[src/rtl/larpix_uart_pkg.sv]
// larpix_uart_pkg: shared UART framing types, bit constants and parity helper
package larpix_uart_pkg;
  typedef enum logic [2:0] {IDLE, START, DATA, STOP, BREAK} rx_state_t;
  localparam logic START_BIT = 1'b0;
  localparam logic STOP_BIT = 1'b1;
  localparam int PARITY_MAX_W = 256;
  // Callers zero-extend narrower words; padding zeros do not change parity.
  function automatic logic odd_parity_ok(input logic [PARITY_MAX_W-1:0] v);
    return ^v;
  endfunction
endpackage

[src/rtl/uart_rx_sync.sv]
// uart_rx_sync: 2-flop synchronizer for rx_in, optional 3-sample majority filter
// when UART_RX_GLITCH_FILTER_EN is defined.
module uart_rx_sync (
  input  logic clk,
  input  logic reset_n,
  input  logic rx_in,
  output logic rxs
);
  logic [1:0] sync_q;
  always_ff @(posedge clk or negedge reset_n)
    if (!reset_n) sync_q <= 2'b11;
    else sync_q <= {sync_q[0], rx_in};
`ifdef UART_RX_GLITCH_FILTER_EN
  logic [1:0] hist_q;
  always_ff @(posedge clk or negedge reset_n)
    if (!reset_n) hist_q <= 2'b11;
    else hist_q <= {hist_q[0], sync_q[1]};
  // A lone low sample can never win the vote, so 1-clk glitches vanish.
  assign rxs = (sync_q[1] & hist_q[0]) | (sync_q[1] & hist_q[1]) | (hist_q[0] & hist_q[1]);
`else
  assign rxs = sync_q[1];
`endif
endmodule

[src/rtl/uart_rx_deframer.sv]
// uart_rx_deframer: oversampled UART receiver with odd-parity and stop-bit checks.
// Optional input majority filter: define UART_RX_GLITCH_FILTER_EN.
module uart_rx_deframer
  import larpix_uart_pkg::*;
#(
  parameter int WIDTH      = 64,
  parameter int OVERSAMPLE = 4
) (
  input  logic             clk,
  input  logic             reset_n,
  input  logic             rx_in,
  output logic [WIDTH-2:0] rx_data,
  output logic             rx_data_flag,
  output logic             parity_error,
  output logic             frame_error,
  output logic             rx_busy
);
  localparam int SW = $clog2(OVERSAMPLE);
  localparam int BW = $clog2(WIDTH + 1);
  localparam logic [SW-1:0] SAMP_MID = SW'(OVERSAMPLE / 2 - 1);
  localparam logic [SW-1:0] SAMP_END = SW'(OVERSAMPLE - 1);
  localparam logic [BW-1:0] BIT_LAST = BW'(WIDTH - 1);

  logic rxs, rxs_prev_q;
  rx_state_t state_q, state_d;
  logic [SW-1:0] samp_q, samp_d;
  logic [BW-1:0] bit_q, bit_d;
  logic [WIDTH-1:0] shreg_q, shreg_d;
  logic [WIDTH-2:0] data_q, data_d;
  logic flag_q, flag_d, perr_q, perr_d, ferr_q, ferr_d;

  uart_rx_sync u_sync (
    .clk     (clk),
    .reset_n (reset_n),
    .rx_in   (rx_in),
    .rxs     (rxs)
  );

  always_comb begin
    state_d = state_q;
    samp_d  = samp_q + 1'b1;
    bit_d   = bit_q;
    shreg_d = shreg_q;
    data_d  = data_q;
    flag_d  = 1'b0;
    perr_d  = 1'b0;
    ferr_d  = 1'b0;
    case (state_q)
      IDLE: if (rxs_prev_q && rxs == START_BIT) begin
        state_d = START;
        samp_d  = '0;
      end
      START: if (samp_q == SAMP_MID) begin
        state_d = (rxs == START_BIT) ? DATA : IDLE;
        samp_d  = '0;
        bit_d   = '0;
      end
      DATA: if (samp_q == SAMP_END) begin
        shreg_d = {rxs, shreg_q[WIDTH-1:1]};
        bit_d   = bit_q + 1'b1;
        state_d = (bit_q == BIT_LAST) ? STOP : DATA;
      end
      STOP: if (samp_q == SAMP_END) begin
        // Framing is judged before parity so only one pulse can fire.
        if (rxs != STOP_BIT) begin
          ferr_d  = 1'b1;
          state_d = BREAK;
        end else if (!odd_parity_ok(PARITY_MAX_W'(shreg_q))) begin
          perr_d  = 1'b1;
          state_d = IDLE;
        end else begin
          data_d  = shreg_q[WIDTH-2:0];
          flag_d  = 1'b1;
          state_d = IDLE;
        end
      end
      BREAK: state_d = (rxs == STOP_BIT) ? IDLE : BREAK;
      default: state_d = IDLE;
    endcase
  end

  always_ff @(posedge clk or negedge reset_n)
    if (!reset_n) begin
      state_q    <= IDLE;
      samp_q     <= '0;
      bit_q      <= '0;
      shreg_q    <= '0;
      data_q     <= '0;
      flag_q     <= 1'b0;
      perr_q     <= 1'b0;
      ferr_q     <= 1'b0;
      rxs_prev_q <= 1'b1;
    end else begin
      state_q    <= state_d;
      samp_q     <= samp_d;
      bit_q      <= bit_d;
      shreg_q    <= shreg_d;
      data_q     <= data_d;
      flag_q     <= flag_d;
      perr_q     <= perr_d;
      ferr_q     <= ferr_d;
      rxs_prev_q <= rxs;
    end

  assign rx_data      = data_q;
  assign rx_data_flag = flag_q;
  assign parity_error = perr_q;
  assign frame_error  = ferr_q;
  assign rx_busy      = (state_q != IDLE);
endmodule

[config.mk]
export PLATFORM = sky130hd
export DESIGN_NAME = uart_rx_deframer
export DESIGN_NICKNAME = d
export VERILOG_FILES = /design/src/rtl/larpix_uart_pkg.sv /design/src/rtl/uart_rx_sync.sv /design/src/rtl/uart_rx_deframer.sv
export SDC_FILE = /design/constraint.sdc
export NUM_CORES = 1
export LEC_CHECK = 0
export BUFFER_PORTS_ARGS = -buffer_cell sky130_fd_sc_hd__buf_2
export CAP_MARGIN = 20
export CELL_PAD_IN_SITES_DETAIL_PLACEMENT = 1
export CELL_PAD_IN_SITES_GLOBAL_PLACEMENT = 1
export CORE_MARGIN = 1
export CORE_UTILIZATION = 45
export CTS_BUF_LIST = sky130_fd_sc_hd__clkbuf_4
export CTS_CLUSTER_DIAMETER = 80
export DETAILED_ROUTE_END_ITERATION = 12
export GPL_TIMING_DRIVEN = 0
export PLACE_DENSITY = 0.79
export SLEW_MARGIN = 20
export SYNTH_ARGS = -nofsm -noshare
export SYNTH_HDL_FRONTEND = slang
export SYNTH_SLANG_ARGS = --single-unit
[constraint.sdc]
create_clock -name clk -period 4.85 [get_ports clk]
set_input_delay 0.2425 -clock clk [delete_from_list [all_inputs] [get_ports clk]]
set_output_delay 0.2425 -clock clk [all_outputs]
set_load 0.01 [all_outputs]
==> impl_metrics.py, run 1 <==
metrics = {
    "outcome": {
        "status": "finished clean",
    },
    "critical_path": {
        "reg2reg_depth": 10,
        "crit_family": "XOR/XNOR gates",
        "cpMostUsedCell": "xnor2_1",
        "cp-start-kind": "flip-flop",
        "path_cells": "xor2_1, xnor2_1, xnor2_1, xnor2_1, xnor2_1, xnor2_1, nor2b_4, buf_12, buf_12, mux2_4",
        "crit_buf_inv": 2,
        "worstPathMaxFanout": 10,
        "end_kind": "flip-flop",
        "path_depth": 10,
        "slowest_stage": "dfrtp_1",
        "critical_path_class": "flip-flop to flip-flop",
        "critical_path.max_stage_delay_ns": 0.44,
        "worst_ep_required_time_ns": 5.27,
        "worstPathArrival_ns": 3.06,
    },
    "sta": {
        "rsz0062_at_grt": "false",
        "max_freq_mhz": 378,
        "finalCritPeriodShare": 0.546,
        "tightest_slew_ns": 0.549,
        "finalHoldViolations": 0,
        "hold_ws_ns": 0.253,
        "final-setup-viol-count": 0,
        "slew_viol_final": 0,
        "final.setup.tns_ns": 0,
        "finClkSkew_ns": 0.0178,
        "relSlewSlack": 0.634,
        "fin_crit_ns": 2.65,
    },
    "global_routing": {
        "antenna_found_initial": 0,
        "grt_max_degree": 77,
        "grt_pass1_wl_mm": 22.8,
        "track_usage": 0.201,
        "gr-total-overflow": 0,
        "grt_pass1_vias": 4470,
    },
    "pwr": {
        "ir_worst_vdd_mv": 0.166,
        "p_leak_nw": 3.83,
        "power_density_mw_per_mm2": 320,
    },
    "synthesis": {
        "yosys.area.top_type": "dfrtp_1",
        "yosysWarnings": 0,
        "async_flop_share": 1.00,
        "synth_enable_flop_cells": 0,
        "synth_nets": 561,
        "synthDominantCellAreaShare": 0.552,
        "synth.yosys.seq_area_share": 0.565,
        "ys_seq_elements": 145,
        "synthTopCellsByArea": "dfrtp_1 (55%), mux2_4 (14%), nand2_1 (11%)",
        "syn_area_mm2": 0.00643,
        "syn_avg_cell_area_um2": 11.6,
        "synth_cells": 554,
        "synth_top_flop_cell": "dfrtp_1",
        "ys_types": 32,
    },
    "cts": {
        "cts_tree": "built",
        "cts_resized": 0,
        "postCtsHoldBufs": 2,
        "cts_max_level": 4,
        "cts_setup_buffers": 0,
        "clockBufferDepth": 2,
        "cts_buffers": 17,
        "numClockSinks": 145,
        "cts-root-buf": "clkbuf_4",
        "insertion_delay_ns": 0.54,
        "path_clk_slew_ns": 0.10,
    },
    "floorplanning": {
        "core_area_mm2": 0.0139,
        "die_height_um": 122,
        "die_x_um": 122,
        "num_rows": 43,
        "start_util": 0.462,
        "num_io_pins": 70,
        "dieArea_mm2": 0.0148,
    },
    "routing": {
        "avgViaCountPerCell": 4.98,
        "drc": 0,
        "drt-total-wl_mm": 13.2,
        "wl_per_cell_um": 15.8,
        "via_count": 4162,
        "drt_pass1_iterations": 4,
        "first_iter_violations": 195,
        "ant_nets": 0,
    },
    "worst_hold_path": {
        "hold_path_class": "input pin to async pin",
    },
    "finish": {
        "final_nets": 652,
        "final_cells": 836,
        "diodes": 0,
        "fin_util": 0.523,
        "multiInputGateArea_mm2": 0.00257,
        "ff_latch_area_mm2": 0.00363,
        "num-fill-cells": 1535,
        "area_delta_synth_final_pct": 13.3,
        "drive_above_1_share": 0.267,
    },
    "placement": {
        "dp_hpwl_mm": 9.34,
        "place_congestion": 0.795,
        "post-place-cells": 804,
        "port_buffers": 69,
    },
    "job": {
        "drv_cap": 0,
    },
}
-- area by class of cell --
type / count / area share
plain buffers: 26 / 0.0290
clock buffers: 21 / 0.0216
clock inverters: 9 / 0.00944
inverters: 5 / 0.00258
multi-input cells: 378 / 0.353
flip-flops and latches: 145 / 0.498
well taps: 180 / 0.0309
repair buffers: 72 / 0.0553
-- final timing paths --
kind | from | to | slack, ns
max in group asynchronous | reset_n | shreg_q[24] | 3.84
setup reg to reg | shreg_q[48] | rx_data[25] | 2.20
min in group clk | rx_in | u_sync.sync_q[0] | 0.35
setup / recovery | shreg_q[48] | rx_data[25] | 2.20
hold reg to reg | u_sync.sync_q[0] | u_sync.sync_q[1] | 0.35
hold / removal | reset_n | rx_data[54] | 0.25
-- stage by stage --
stage | total power (W) | cell area (um2) | setup WS [ns]
after global routing | 0.00247 | 7290 | 2.00
after detailed placement | 0.00170 | 7040 | 2.24
after floorplan | 0.00158 | 6430 | 2.63
after CTS | 0.00237 | 7290 | 2.21
final | 0.00233 | 7290 | 2.20
after global placement | 0.00167 | 7000 | 1.50
-- Yosys cell counts (3+ instances only) --
cell,number
mux2_2,4
dfrtp_1,142
buf_1,3
a31oi_1,3
buf_12,7
inv_1,5
nand2_1,197
dfstp_2,3
clkbuf_1,16
ha_1,4
xnor2_1,56
o21ai_0,14
a21oi_1,5
nor2_1,7
mux2_4,59
xor2_1,7
-- power breakdown --
part           switching [W]  internal (W)
logic               0.000232      0.000149
clock network       0.000401      0.000263
registers          0.0000391       0.00125
-- cells in the final DEF (no fill, tap or decap), drive strengths merged, types with 2 or more instances in the layout --
cell / instances
nand2: 197
dfstp: 3
xor2: 7
nand3: 2
or3b: 2
a31oi: 3
clkbuf: 37
buf: 80
or2: 2
xnor2: 56
nor3: 2
dlygate4sd3: 2
ha: 4
and3: 2
o21ai: 14
nor2: 7
nand4: 2
clkinv: 7
inv: 5
mux2: 63
a21oi: 5
dfrtp: 142
-- state kept, by name, summed over array words and instances, names as in the netlist --
name and flops:
bit_q 7, frame_error 1, parity_error 1, rx_data 63
rx_data_flag 1, rxs_prev_q 1, samp_q 2, shreg_q 64
state_q 3, u_sync.sync_q 2
-- kinds of logic (layout without fill, tap and decap cells) --
family,count (synthesis),in the layout,share of synthesized area
AO/OA/AOI/OAI,26,26,0.0228
XOR/XNOR,63,63,0.0858
adder cells (fa/ha/maj),4,4,0.00778
buffers and inverters,31,133,0.0358
flip-flops,145,145,0.565
multiplexers,63,63,0.145
AND/OR/NAND/NOR,222,222,0.138
-- per-layer routing --
metal / track usage / share of wire / up-vias
met2: 0.321 / 0.48 / 82
met5: 0 / 0 / -
li1: - / - / 1963
met1: 0.267 / 0.46 / 2090
met3: 0.0431 / 0.032 / 27
met4: 0.0795 / 0.022 / 0
(Power assumes the default switching activity.)
==> run 2, diff against run 1 <==
--- a/config.mk
+++ b/config.mk
@@ -5,17 +5,18 @@
 export SDC_FILE = /design/constraint.sdc
 export NUM_CORES = 1
 export LEC_CHECK = 0
+export ABC_AREA = 1
 export BUFFER_PORTS_ARGS = -buffer_cell sky130_fd_sc_hd__buf_2
 export CAP_MARGIN = 20
 export CELL_PAD_IN_SITES_DETAIL_PLACEMENT = 1
 export CELL_PAD_IN_SITES_GLOBAL_PLACEMENT = 1
 export CORE_MARGIN = 1
-export CORE_UTILIZATION = 45
+export CORE_UTILIZATION = 41
 export CTS_BUF_LIST = sky130_fd_sc_hd__clkbuf_4
 export CTS_CLUSTER_DIAMETER = 80
 export DETAILED_ROUTE_END_ITERATION = 12
 export GPL_TIMING_DRIVEN = 0
-export PLACE_DENSITY = 0.79
+export PLACE_DENSITY = 0.81
 export SLEW_MARGIN = 20
 export SYNTH_ARGS = -nofsm -noshare
 export SYNTH_HDL_FRONTEND = slang
==> constraint.sdc (replaced) <==
create_clock -name clk -period 2.18 [get_ports clk]
set_input_delay 0.109 -clock clk [delete_from_list [all_inputs] [get_ports clk]]
set_output_delay 0.109 -clock clk [all_outputs]
set_load 0.01 [all_outputs]
==> impl_metrics.py, run 2 <==
metrics = {
    "pwr": {
        "total_power_w": 0.0132,
        "ir_worst_vdd_mv": 0.613,
        "pwr-share-clk": 0.156,
        "pwr-share-seq": 0.285,
        "p_comb_frac": 0.559,
        "power_density_mw_per_mm2": 1470,
        "sw_frac_of_total": 0.483,
        "p_int_w": 0.00680,
        "switching_power_w": 0.00636,
        "p_leak_nw": 5.00,
    },
    "critical_path": {
        "worstPathArrival_ns": 2.58,
        "worstPathMaxFanout": 5,
        "end_kind": "flip-flop",
        "crit_start": "shreg_q[36]",
        "critical_path_class": "flip-flop to flip-flop",
        "r2r_start": "shreg_q[36]",
        "worst_ep_required_time_ns": 2.66,
        "cp-start-kind": "flip-flop",
    },
    "global_routing": {
        "grt_max_degree": 76,
        "grt_pass1_vias": 6560,
        "grt_pass1_wl_mm": 31.6,
        "antenna_found_initial": 0,
        "track_usage": 0.221,
        "gr-total-overflow": 0,
    },
    "routing": {
        "drt-total-wl_mm": 19.9,
        "first_iter_violations": 256,
        "avgViaCountPerCell": 4.94,
        "drt_pass1_iterations": 4,
        "wl_per_cell_um": 14.7,
        "via_count": 6686,
        "drc": 0,
        "ant_nets": 0,
    },
    "placement": {
        "dp_hpwl_mm": 13.4,
        "post-place-cells": 1282,
        "postPlaceCellArea_mm2": 0.00793,
        "place_congestion": 0.764,
        "port_buffers": 69,
    },
    "sta": {
        "relSlewSlack": 0.621,
        "hold_ws_ns": 0.0626,
        "finClkSkew_ns": 0.0139,
        "finalCritPeriodShare": 0.965,
        "tightest_slew_ns": 0.569,
        "rsz0062_at_grt": "true",
        "slew_viol_final": 0,
        "max_freq_mhz": 475,
        "finalHoldViolations": 0,
        "fin_crit_ns": 2.10,
        "final.setup.tns_ns": 0,
        "final-setup-viol-count": 0,
    },
    "synthesis": {
        "synth.most_common_cell": "nand2_1",
        "synthTopCellsByArea": "dfrtp_1 (49%), nand2_1 (27%), nand3_1 (4.9%)",
        "synth.yosys.seq_area_share": 0.500,
        "yosys.area.top_type": "dfrtp_1",
        "yosysWarnings": 0,
        "ys_seq_elements": 145,
        "synth_nets": 993,
        "synth_top_flop_cell": "dfrtp_1",
        "syn_area_mm2": 0.00726,
        "synth_cells": 986,
        "syn_avg_cell_area_um2": 7.36,
        "synth_common_cells": "nand2_1 (522), dfrtp_1 (142), inv_1 (73)",
        "synthDominantCellAreaShare": 0.489,
        "async_flop_share": 1.00,
        "synth_enable_flop_cells": 0,
        "ys_types": 23,
    },
    "floorplanning": {
        "start_util": 0.420,
        "num_io_pins": 70,
        "num_rows": 48,
        "dieArea_mm2": 0.0182,
        "core_area_mm2": 0.0173,
        "die_x_um": 135,
        "die_height_um": 135,
    },
    "finish": {
        "drive_above_1_share": 0.245,
        "final_cell_mix": "nand2_1 (474), dfrtp_1 (124), buf_2 (74), nand3_1 (70), o21ai_0 (65)",
        "final_common_cell": "nand2_1",
        "final_cells": 1353,
        "area_delta_synth_final_pct": 23.3,
        "design_area_mm2": 0.00895,
        "multiInputGateArea_mm2": 0.00339,
        "final_nets": 1122,
        "ff_latch_area_mm2": 0.00365,
        "diodes": 0,
        "top_register": "shreg_q",
        "num-fill-cells": 2196,
        "largest_reg_flops": 64,
    },
    "cts": {
        "cts_max_level": 4,
        "numClockSinks": 145,
        "cts_tree": "built",
        "clockBufferDepth": 2,
        "path_clk_slew_ns": 0.13,
        "cts-root-buf": "clkbuf_4",
        "cts_buffers": 17,
        "insertion_delay_ns": 0.57,
    },
    "worst_hold_path": {
        "hold_path_class": "input pin to async pin",
    },
    "outcome": {
        "status": "finished clean",
    },
    "job": {
        "drv_cap": 0,
    },
}
## run 2: cell types whose count changed in the layout (fill, tap and decap cells not counted), sizes merged, moves of 3 or more
cell    delta
nand2    +333
nand3     +71
inv       +69
mux2      -63
o21ai     +52
xnor2     -48
buf       +42
nor2      +17
a21oi      +6
nor3       +5
bufinv     +4
a31oi      -3
clkbuf     -3
xor2       +3
## run 2: layout make-up
type | instances | area share
Tap cell | 225 | 0.0315
Clock inverter | 15 | 0.0241
Buffer | 33 | 0.0281
Inverter | 73 | 0.0306
Clock buffer | 17 | 0.0143
Multi-Input combinational cell | 737 | 0.379
Sequential cell | 145 | 0.408
Timing Repair Buffer | 108 | 0.0845
## run 2: cell families (layout without fill, tap and decap cells)
group / count (synthesis) / after routing / share of synthesized area
xor+xnor: 18 / 18 / 0.0217
fa+ha+maj: 4 / 4 / 0.00689
compound gates: 78 / 78 / 0.0543
buf+inv: 106 / 246 / 0.0688
flops: 145 / 145 / 0.500
simple gates: 635 / 637 / 0.348
## run 2: path summary, 6_finish.rpt
kind / endpoint / slack (ns) / cells past startpoint
max: rx_data[19] / 0.08 / 17
min reg2reg: u_sync.sync_q[1] / 0.37 / 0
min: rx_data[22] / 0.06 / 2
min in group clk: u_sync.sync_q[0] / 0.18 / 2
max reg2reg: rx_data[19] / 0.08 / 17
max in group asynchronous: u_sync.sync_q[0] / 1.31 / 3
## run 2: power by group through the flow
stage	clock network (W)	logic [W]	registers [W]
floorplan	0	0.00459	0.00363
global placement	0	0.00591	0.00373
detailed placement	0	0.00620	0.00375
CTS	0.00211	0.00628	0.00369
global route	0.00219	0.00822	0.00383
finish	0.00205	0.00736	0.00375
## run 2: worst max-delay path, cell delays in order, from the launching register on
cell	delay (ns)
dfrtp_1	0.46
buf_4	0.16
nand2_2	0.06
nand2_2	0.07
nand2_1	0.07
nand2_1	0.08
nand3_2	0.08
nand2_2	0.07
nand2_1	0.08
nand2_2	0.07
nand2_2	0.10
nand2_4	0.07
nand2_4	0.09
nand3_4	0.10
clkbuf_16	0.19
clkbuf_16	0.16
nand2_1	0.05
nand2_1	0.04
## run 2: what timing repair did
item                       CTS  global route
resized for setup            4           122
hold buffers                 2             0
setup endpoints to repair   83           129
cloned                       1             6
setup buffers                1            29
hold endpoints to repair   143             0
pin swaps                    0            29
## run 2: layer usage
metal / GRT usage / share of wire / vias to the layer above
li1: - / - / 3328
met3: 0.0368 / 0.029 / 20
met1: 0.288 / 0.47 / 3245
met4: 0.0737 / 0.012 / 0
met2: 0.371 / 0.49 / 93
met5: 0 / 0 / -
## run 2: metrics by stage
| stage | worst slack [ns] | utilization |
|---|---|---|
| 2_1_floorplan | 0.463 | - |
| 3_3_place_gp | -1.19 | 0.456 |
| 3_5_place_dp | -0.228 | 0.459 |
| 4_1_cts | 0.0368 | 0.481 |
| 5_1_grt | -0.0530 | 0.517 |
| 6_report | 0.0756 | 0.517 |
